===== src/rtl/axis_ps2_tx.sv =====
// axis_ps2_tx
// Host-to-device PS/2 transmitter. Takes one command byte from an AXI-stream
// slave port and sends it to the device with the PS/2 host-to-device protocol.
// It inhibits the bus, issues the request-to-send and then shifts data out on
// the device-generated clock. When the frame ends it reports the device ACK,
// a missing ACK or a timeout.
//
// Ports
//   axis_aclk_i      in   single clock
//   axis_aresetn_i   in   synchronous active-low reset
//   s_axis_tvalid_i  in   command byte valid
//   s_axis_tready_o  out  ready to accept a byte (IDLE only, out of reset)
//   s_axis_tdata_i   in   command byte
//   ps2_clk_i        in   PS/2 clock pin (asynchronous)
//   ps2_data_i       in   PS/2 data pin (asynchronous)
//   ps2_clk_oe_o     out  1 = pull PS/2 clock low
//   ps2_data_oe_o    out  1 = pull PS/2 data low
//   busy_o           out  any state other than IDLE
//   ack_o            out  1-cycle pulse: frame done and device ACK seen
//   err_o            out  1-cycle pulse: frame done without ACK, or timeout
//   state_o          out  current FSM state (debug)
//
// Handshake: a byte transfers on a rising edge where s_axis_tvalid_i and
// s_axis_tready_o are both high. tready does not depend on tvalid. A byte that
// is offered while the block is busy stays pending until the block is IDLE.
module axis_ps2_tx #(
  parameter int unsigned INHIBIT_CYCLES = 5000,
  parameter int unsigned TIMEOUT_CYCLES = 1000000
) (
  input  logic       axis_aclk_i,
  input  logic       axis_aresetn_i,
  input  logic       s_axis_tvalid_i,
  output logic       s_axis_tready_o,
  input  logic [7:0] s_axis_tdata_i,
  input  logic       ps2_clk_i,
  input  logic       ps2_data_i,
  output logic       ps2_clk_oe_o,
  output logic       ps2_data_oe_o,
  output logic       busy_o,
  output logic       ack_o,
  output logic       err_o,
  output logic [2:0] state_o
);

  localparam int unsigned CNT_MAX = (TIMEOUT_CYCLES > INHIBIT_CYCLES) ? TIMEOUT_CYCLES : INHIBIT_CYCLES;
  localparam int unsigned CW      = $clog2(CNT_MAX + 1);

  typedef enum logic [2:0] {
    S_IDLE      = 3'd0,
    S_INHIBIT   = 3'd1,
    S_REQ       = 3'd2,
    S_SEND      = 3'd3,
    S_WAIT_IDLE = 3'd4,
    S_DONE      = 3'd5
  } state_t;

  state_t          state_q, state_d;
  logic [CW-1:0]   cnt_q;        // inhibit length, then cycles since clock release
  logic [8:0]      shift_q;      // {parity, byte}, LSB goes out first
  logic [3:0]      fall_cnt_q;   // device clock falls seen so far in SEND
  logic            data_bit_q;   // 1 = hold data low during SEND
  logic            ack_ok_q;
  logic            clk_meta_q, clk_sync_q, clk_prev_q;
  logic            data_meta_q, data_sync_q;

  logic            fall;
  logic            timeout;
  logic            accept;

  assign fall    = clk_prev_q & ~clk_sync_q;
  assign timeout = ((state_q == S_SEND) || (state_q == S_WAIT_IDLE)) &&
                   (cnt_q == CW'(TIMEOUT_CYCLES));
  assign accept  = s_axis_tvalid_i & s_axis_tready_o;
  assign busy_o  = (state_q != S_IDLE);
  assign state_o = state_q;

  always_comb begin
    state_d         = state_q;
    s_axis_tready_o = 1'b0;
    ps2_clk_oe_o    = 1'b0;
    ps2_data_oe_o   = 1'b0;
    ack_o           = 1'b0;
    err_o           = 1'b0;
    case (state_q)
      S_IDLE: begin
        // Gated by reset so tready reads 0 while reset is held.
        s_axis_tready_o = axis_aresetn_i;
        if (s_axis_tvalid_i && axis_aresetn_i) state_d = S_INHIBIT;
      end
      S_INHIBIT: begin
        ps2_clk_oe_o = 1'b1;
        if (cnt_q == CW'(INHIBIT_CYCLES - 1)) state_d = S_REQ;
      end
      S_REQ: begin
        ps2_clk_oe_o  = 1'b1;
        ps2_data_oe_o = 1'b1;
        state_d       = S_SEND;
      end
      S_SEND: begin
        // Timeout wins over a fall arriving in the same cycle and frees
        // the data line immediately.
        if (timeout) begin
          err_o   = 1'b1;
          state_d = S_IDLE;
        end else begin
          ps2_data_oe_o = data_bit_q;
          if (fall && (fall_cnt_q == 4'd10)) state_d = S_WAIT_IDLE;
        end
      end
      S_WAIT_IDLE: begin
        if (timeout) begin
          err_o   = 1'b1;
          state_d = S_IDLE;
        end else if (clk_sync_q && data_sync_q) begin
          state_d = S_DONE;
        end
      end
      S_DONE: begin
        ack_o   = ack_ok_q;
        err_o   = ~ack_ok_q;
        state_d = S_IDLE;
      end
      default: state_d = S_IDLE;
    endcase
  end

  always_ff @(posedge axis_aclk_i) begin
    if (!axis_aresetn_i) begin
      state_q     <= S_IDLE;
      cnt_q       <= '0;
      shift_q     <= '0;
      fall_cnt_q  <= '0;
      data_bit_q  <= 1'b0;
      ack_ok_q    <= 1'b0;
      // Idle bus level is high; starting the synchronisers there avoids a
      // phantom fall straight out of reset.
      clk_meta_q  <= 1'b1;
      clk_sync_q  <= 1'b1;
      clk_prev_q  <= 1'b1;
      data_meta_q <= 1'b1;
      data_sync_q <= 1'b1;
    end else begin
      clk_meta_q  <= ps2_clk_i;
      clk_sync_q  <= clk_meta_q;
      clk_prev_q  <= clk_sync_q;
      data_meta_q <= ps2_data_i;
      data_sync_q <= data_meta_q;
      state_q     <= state_d;
      case (state_q)
        S_IDLE: begin
          if (accept) begin
            shift_q    <= {~^s_axis_tdata_i, s_axis_tdata_i};
            cnt_q      <= '0;
            fall_cnt_q <= '0;
          end
        end
        S_INHIBIT: cnt_q <= cnt_q + 1'b1;
        S_REQ: begin
          // The clock is released as REQ exits; the first SEND cycle counts as 1.
          cnt_q      <= CW'(1);
          data_bit_q <= 1'b1;
        end
        S_SEND: begin
          cnt_q <= cnt_q + 1'b1;
          if (fall && !timeout) begin
            fall_cnt_q <= fall_cnt_q + 1'b1;
            if (fall_cnt_q < 4'd9) begin
              data_bit_q <= ~shift_q[0];
              shift_q    <= {1'b0, shift_q[8:1]};
            end else if (fall_cnt_q == 4'd9) begin
              data_bit_q <= 1'b0;
            end else begin
              ack_ok_q <= ~data_sync_q;
            end
          end
        end
        S_WAIT_IDLE: cnt_q <= cnt_q + 1'b1;
        default: ;
      endcase
    end
  end

endmodule


===== config.mk =====
export PLATFORM = sky130hd
export DESIGN_NAME = axis_ps2_tx
export DESIGN_NICKNAME = d
export VERILOG_FILES = /design/src/rtl/axis_ps2_tx.sv
export SDC_FILE = /design/constraint.sdc
export NUM_CORES = 1
export LEC_CHECK = 0
export CELL_PAD_IN_SITES_DETAIL_PLACEMENT = 1
export CELL_PAD_IN_SITES_GLOBAL_PLACEMENT = 2
export CORE_ASPECT_RATIO = 2
export CORE_MARGIN = 3
export CORE_UTILIZATION = 35
export DETAILED_ROUTE_END_ITERATION = 7
export PLACE_DENSITY_LB_ADDON = 0.15
export SYNTH_ARGS = -nofsm -noshare
export SYNTH_HDL_FRONTEND = slang
export SYNTH_SLANG_ARGS = --single-unit

===== constraint.sdc =====
create_clock -name axis_aclk_i -period 2.72 [get_ports axis_aclk_i]
set_clock_uncertainty 0.15 [all_clocks]
set_input_delay 0.272 -clock axis_aclk_i [delete_from_list [all_inputs] [get_ports axis_aclk_i]]
set_output_delay 0.272 -clock axis_aclk_i [all_outputs]
set_load 0.05 [all_outputs]

**Yosys cells after proc, flatten, opt, wreduce, memory -nomap -nowiden**

Cells that the tools add are included.

- Register bits after elaboration: 43
- Bits of input ports: 13
- Output and inout bits: 9
- Word-level logic and storage cells: 88

- Add/sub/neg operators: 2
- Order comparisons: 1
- Equality and inequality tests: 17
- Mux-type cells: 27
- Bitwise gates (word level): 8
- Reductions and logical operators: 22

Operators with widths:

| cell | count |
|---|---|
| $pmux 20 s3 | 1 |
| $mux 9 | 3 |
| $add 20x1->20 const B | 1 |
| $eq 20x13->1 const B | 1 |
| $eq 20x20->1 const B | 1 |
| $mux 20 | 1 |
| $mux 3 | 6 |
| $pmux 9 s2 | 1 |
| $pmux 3 s5 | 1 |
| $reduce_and 4->1 | 3 |
| $eq 4x4->1 const B | 2 |
| $mux 1 | 8 |
| $mux 4 | 2 |
| $pmux 4 s2 | 1 |
| $reduce_xnor 8->1 | 1 |
| $eq 3x2->1 const B | 2 |
| $eq 3x3->1 const B | 2 |
| $ne 2x2->1 const B | 3 |
| $ne 3x2->1 const B | 2 |
| $not 1->1 | 6 |
| $pmux 1 s2 | 3 |
| $reduce_and 3->1 | 2 |
| $reduce_bool 3->1 | 2 |
| $logic_and 1x1->1 | 5 |
| 13 further kinds | 17 |

**Depth between registers and ports, before layout**

- Depth after elaboration: 7
- Mapped depth: 8
- Gate-level depth less buffers: 7

**Worst setup path after synthesis**

Ideal clock, no wire load.

- Kind: reg2out
- Start point: register state_q[1] (netlist: state_o[1])
- End point: output err_o
- Data arrival time: 2.373 ns
- Required time: 2.298 ns
- Path slack: -0.075 ns
- Stages on the path, launching flop included: 5
- Buffers on the path: 2
- Cell sequence: dfxtp_1 buf_6 nand3b_1 buf_2 o21ai_0

- Longest elaborated chain between the ends: 5
- Elaborated cells between the ends (all ways): 8
- Classes of those cells: eq/ne (3); mux (2); reduce/logical (3)

RTL lines:

| element | RTL line | source |
|---|---|---|
| start: declaration | 57 | `state_t state_q, state_d;` |
| start signal: assignment | 148 | `state_q <= state_d;` |
| $eq 3x2->1 / $eq 3x3->1 (equally long branches) | 71, 84 |  |
| $logic_or 1x1->1 | 71 | `assign timeout = ((state_q == S_SEND) \|\| (state_q == S_WAIT_IDLE)) &&` |
| $logic_and 1x1->1 | 71 |  |
| $mux 1 | 102, 111 |  |
| $pmux 1 s2 * | 84 | `case (state_q)` |
| end: declaration | 41 | `output logic err_o,` |

Every way passes the cells marked *; elsewhere a longest branch is shown, timed or not.

**Final worst setup path**

- Start point: register cnt_q[0]
- End point: output err_o

- Longest elaborated chain between the ends: 4

RTL lines:

| element | RTL line | source |
|---|---|---|
| start: declaration | 58 | `logic [CW-1:0] cnt_q;` |
| start signal: assignment | 157 | `S_INHIBIT: cnt_q <= cnt_q + 1'b1;` |
| start signal: assignment | 164 | `cnt_q <= cnt_q + 1'b1;` |
| start signal: assignment | 177 | `S_WAIT_IDLE: cnt_q <= cnt_q + 1'b1;` |
| $eq 20x20->1 | 72 | `(cnt_q == CW'(TIMEOUT_CYCLES));` |
| $logic_and 1x1->1 | 71 |  |
| $mux 1 | 102, 111 |  |
| $pmux 1 s2 | 84 |  |

No other way between the ends.

==> metrics.csv <==
metric,value,unit
outcome,finished clean,
Fin. Hold Viols,0,
"Seq/Total Area, Yosys",35.6,%
Final Core Density,44.0,%
Critical Path Sink Type,output port,
CP max-delay cell,or4_1,
critical path's largest stage delay,0.49,ns
Hold Buf Count CTS,0,
setup TNS,0,ns
most used flip-flop cell after synthesis,dfxtp_1,
Die Area,8000,um^2
RSZ-0062 raised after global routing,no,
initial core utilization,36.2,%
Finished Layout Cells,393,
Max-cap violations,0,
Power Dens Cells,789,nW/um^2
post-cts sizing count,0,
"Avg Cell Area, Syn",8.63,um^2
initial antenna violation count,0,
worst slew margin relative to its limit,58.6,%
nets,323,
worst slew pin tran,0.619,ns
CTS Buffer Depth,2,
Core ar.,6670,um^2
DR WL/cell,16.0,um
vias in the first global route,2203,
Area Growth Syn to Fin,21.6,%
worst-path fanout max,6,
fraction of layout instances using a drive strength above 1,12.5,%
via count,2059,
# rows,42,
via/cell ratio,5.24,
first-pass iteration count of the detailed router,4,
antenna violation net count after detailed routing,0,
Cell Count Post-Placement,385,
worst vdd ir,0.366,mV
IO Port Bufs,21,
Critical Path Start Type,register,
crit path time final,2.55,ns
mapped cell area,2420,um^2
most frequent cells in the layout,"dfxtp_1 (43), nand2_1 (32), nor2_1 (26), clkdlybuf4s50_1 (18), xor2_1 (16)",
Die Span X,64.8,um
CTS tree,built,
# IOs,22,
Residual DRC,0,
fraction of registers with async set/reset,0,%
crit-path cells,inv_1 -> ha_1 -> nand4b_1 -> or4_1 -> nor3_1 -> o21ai_0 -> o21ai_1 -> buf_12,
Worst Path Arrival,2.13,ns
grt ovf,0,
Worst Path Required,2.30,ns
CTS Sinks,43,
post-synthesis register bit count,43,
Syn Nets,299,
routability cong.,0.789,
Num CTS Buffers,5,
detailed-route wire length,6280,um
first-pass GRT wire length,10700,um
Final Power,2320,uW
H-tree depth,2,
multi-input logic area,1460,um^2
Tot GR Track Use,17.5,%
Final Max Slew Viols,0,
Lkg Pwr,0.00108,uW
"leading cell type in the layout, fill and taps excluded",dfxtp_1,
Post-Synthesis Cells,280,
storage element area,861,um^2
clock-pin slew on the worst setup and hold paths,0.06,ns
Initial DRC Count,75,
synth warn,0,
diode count,0,
worst hold path class,register to register,
Unique masters post-synth,52,
Worst-Skew Late Latency,0.29,ns
height of the die,124,um
"EDFF count, synth",0,
postcts setup bufs,0,
fillers,837,
Crit Path Class,register to output port,
Final period util,93.7,%
root buf cell,clkbuf_16,
hpwl dp,4920,um
FMAX,392,MHz
pin count of the biggest net entering global routing,21,
Final setup violation count,0,
==> metrics by stage <==
| step | hold WS, ns | instance area, um^2 | worst slack (ns) |
|---|---|---|---|
| after global routing | 0.297 | 2940 | 0.0688 |
| final | 0.270 | 2940 | 0.171 |
| after global placement | 0.254 | 2750 | 0.486 |
| after detailed placement | 0.252 | 2750 | 0.446 |
| after CTS | 0.275 | 2940 | 0.144 |
| after floorplan | 0.223 | 2420 | 0.307 |
==> critical path: cells and delay by family (launching register included) <==
family / cells / cell delay [ns]
simple gates: 3 / 0.76
flops: 1 / 0.37
buf+inv: 2 / 0.26
compound gates: 2 / 0.24
fa+ha+maj: 1 / 0.20
==> kinds of logic after synthesis <==
logic type / Yosys count / synth area share (%)
AOI/OAI and AO/OA: 39 / 11.3
xor gates and xnor gates: 25 / 9.06
adders and majority gates: 6 / 3.11
buffers and inverters: 22 / 4.04
DFF: 43 / 35.6
muxes: 17 / 7.46
and+or+nand+nor: 128 / 29.4
==> state kept, by name (all words and copies together) (netlist names) <==
| signal | cells |
|---|---|
| cnt_q | 20 |
| shift_q | 9 |
| fall_cnt_q | 4 |
| state_o | 3 |
| ack_ok_q | 1 |
| clk_meta_q | 1 |
| clk_prev_q | 1 |
| clk_sync_q | 1 |
| data_bit_q | 1 |
| data_meta_q | 1 |
| data_sync_q | 1 |
==> cell type report <==
| class | count | area share [%] |
|---|---|---|
| clock buffer | 5 | 4.26 |
| clock inverter | 3 | 2.30 |
| inverter | 12 | 1.53 |
| multi-input combinational | 215 | 49.6 |
| sequential | 43 | 29.3 |
| tap | 88 | 3.75 |
| timing repair buffer | 27 | 9.28 |
==> per-layer routing <==
metal  wire [um]  share of wire [%]  up-vias  GRT usage [%]
met5           0                  0        -              0
met4         116                1.8        0           6.89
met3         137                2.2        7           3.00
met2        3730                 59       23           35.2
met1        2300                 37     1002           17.0
li1            -                  -     1027              -
==> power breakdown <==
part / switching [uW] / total (uW) / internal [uW]
sequential: 80.2 / 764 / 684
clock: 258 / 784 / 526
combinational: 466 / 770 / 305
==> final timing paths <==
check               from           to  slack (ns)  depth (start not counted)
max reg2reg     cnt_q[0]   data_bit_q        0.54                          7
min          data_meta_q  data_sync_q        0.27                          1
min reg2reg  data_meta_q  data_sync_q        0.27                          1
max             cnt_q[0]        err_o        0.17                          8
==> cells in the mapped netlist, types with 3 or more instances <==
| master | instances | area [um^2] |
|---|---|---|
| clkbuf_1 | 5 | 18.8 |
| o21ai_0 | 10 | 50.1 |
| a21oi_1 | 10 | 50.1 |
| mux2_2 | 8 | 90.1 |
| inv_1 | 12 | 45.0 |
| xor2_1 | 16 | 140 |
| and2_1 | 4 | 25.0 |
| nand4_1 | 7 | 43.8 |
| ha_1 | 6 | 75.1 |
| a31oi_1 | 4 | 25.0 |
| nor3_1 | 7 | 35.0 |
| or4_1 | 4 | 30.0 |
| nand2_1 | 32 | 120 |
| nor2_1 | 26 | 97.6 |
| nor2b_1 | 3 | 18.8 |
| xnor2_1 | 9 | 78.8 |
| buf_2 | 3 | 15.0 |
| nor4_1 | 3 | 18.8 |
| dfxtp_1 | 43 | 861 |
| nand2b_1 | 9 | 56.3 |
| nand3_1 | 13 | 65.1 |
| mux2i_1 | 9 | 90.1 |
Note: power is estimated with default switching activity, not from simulation.
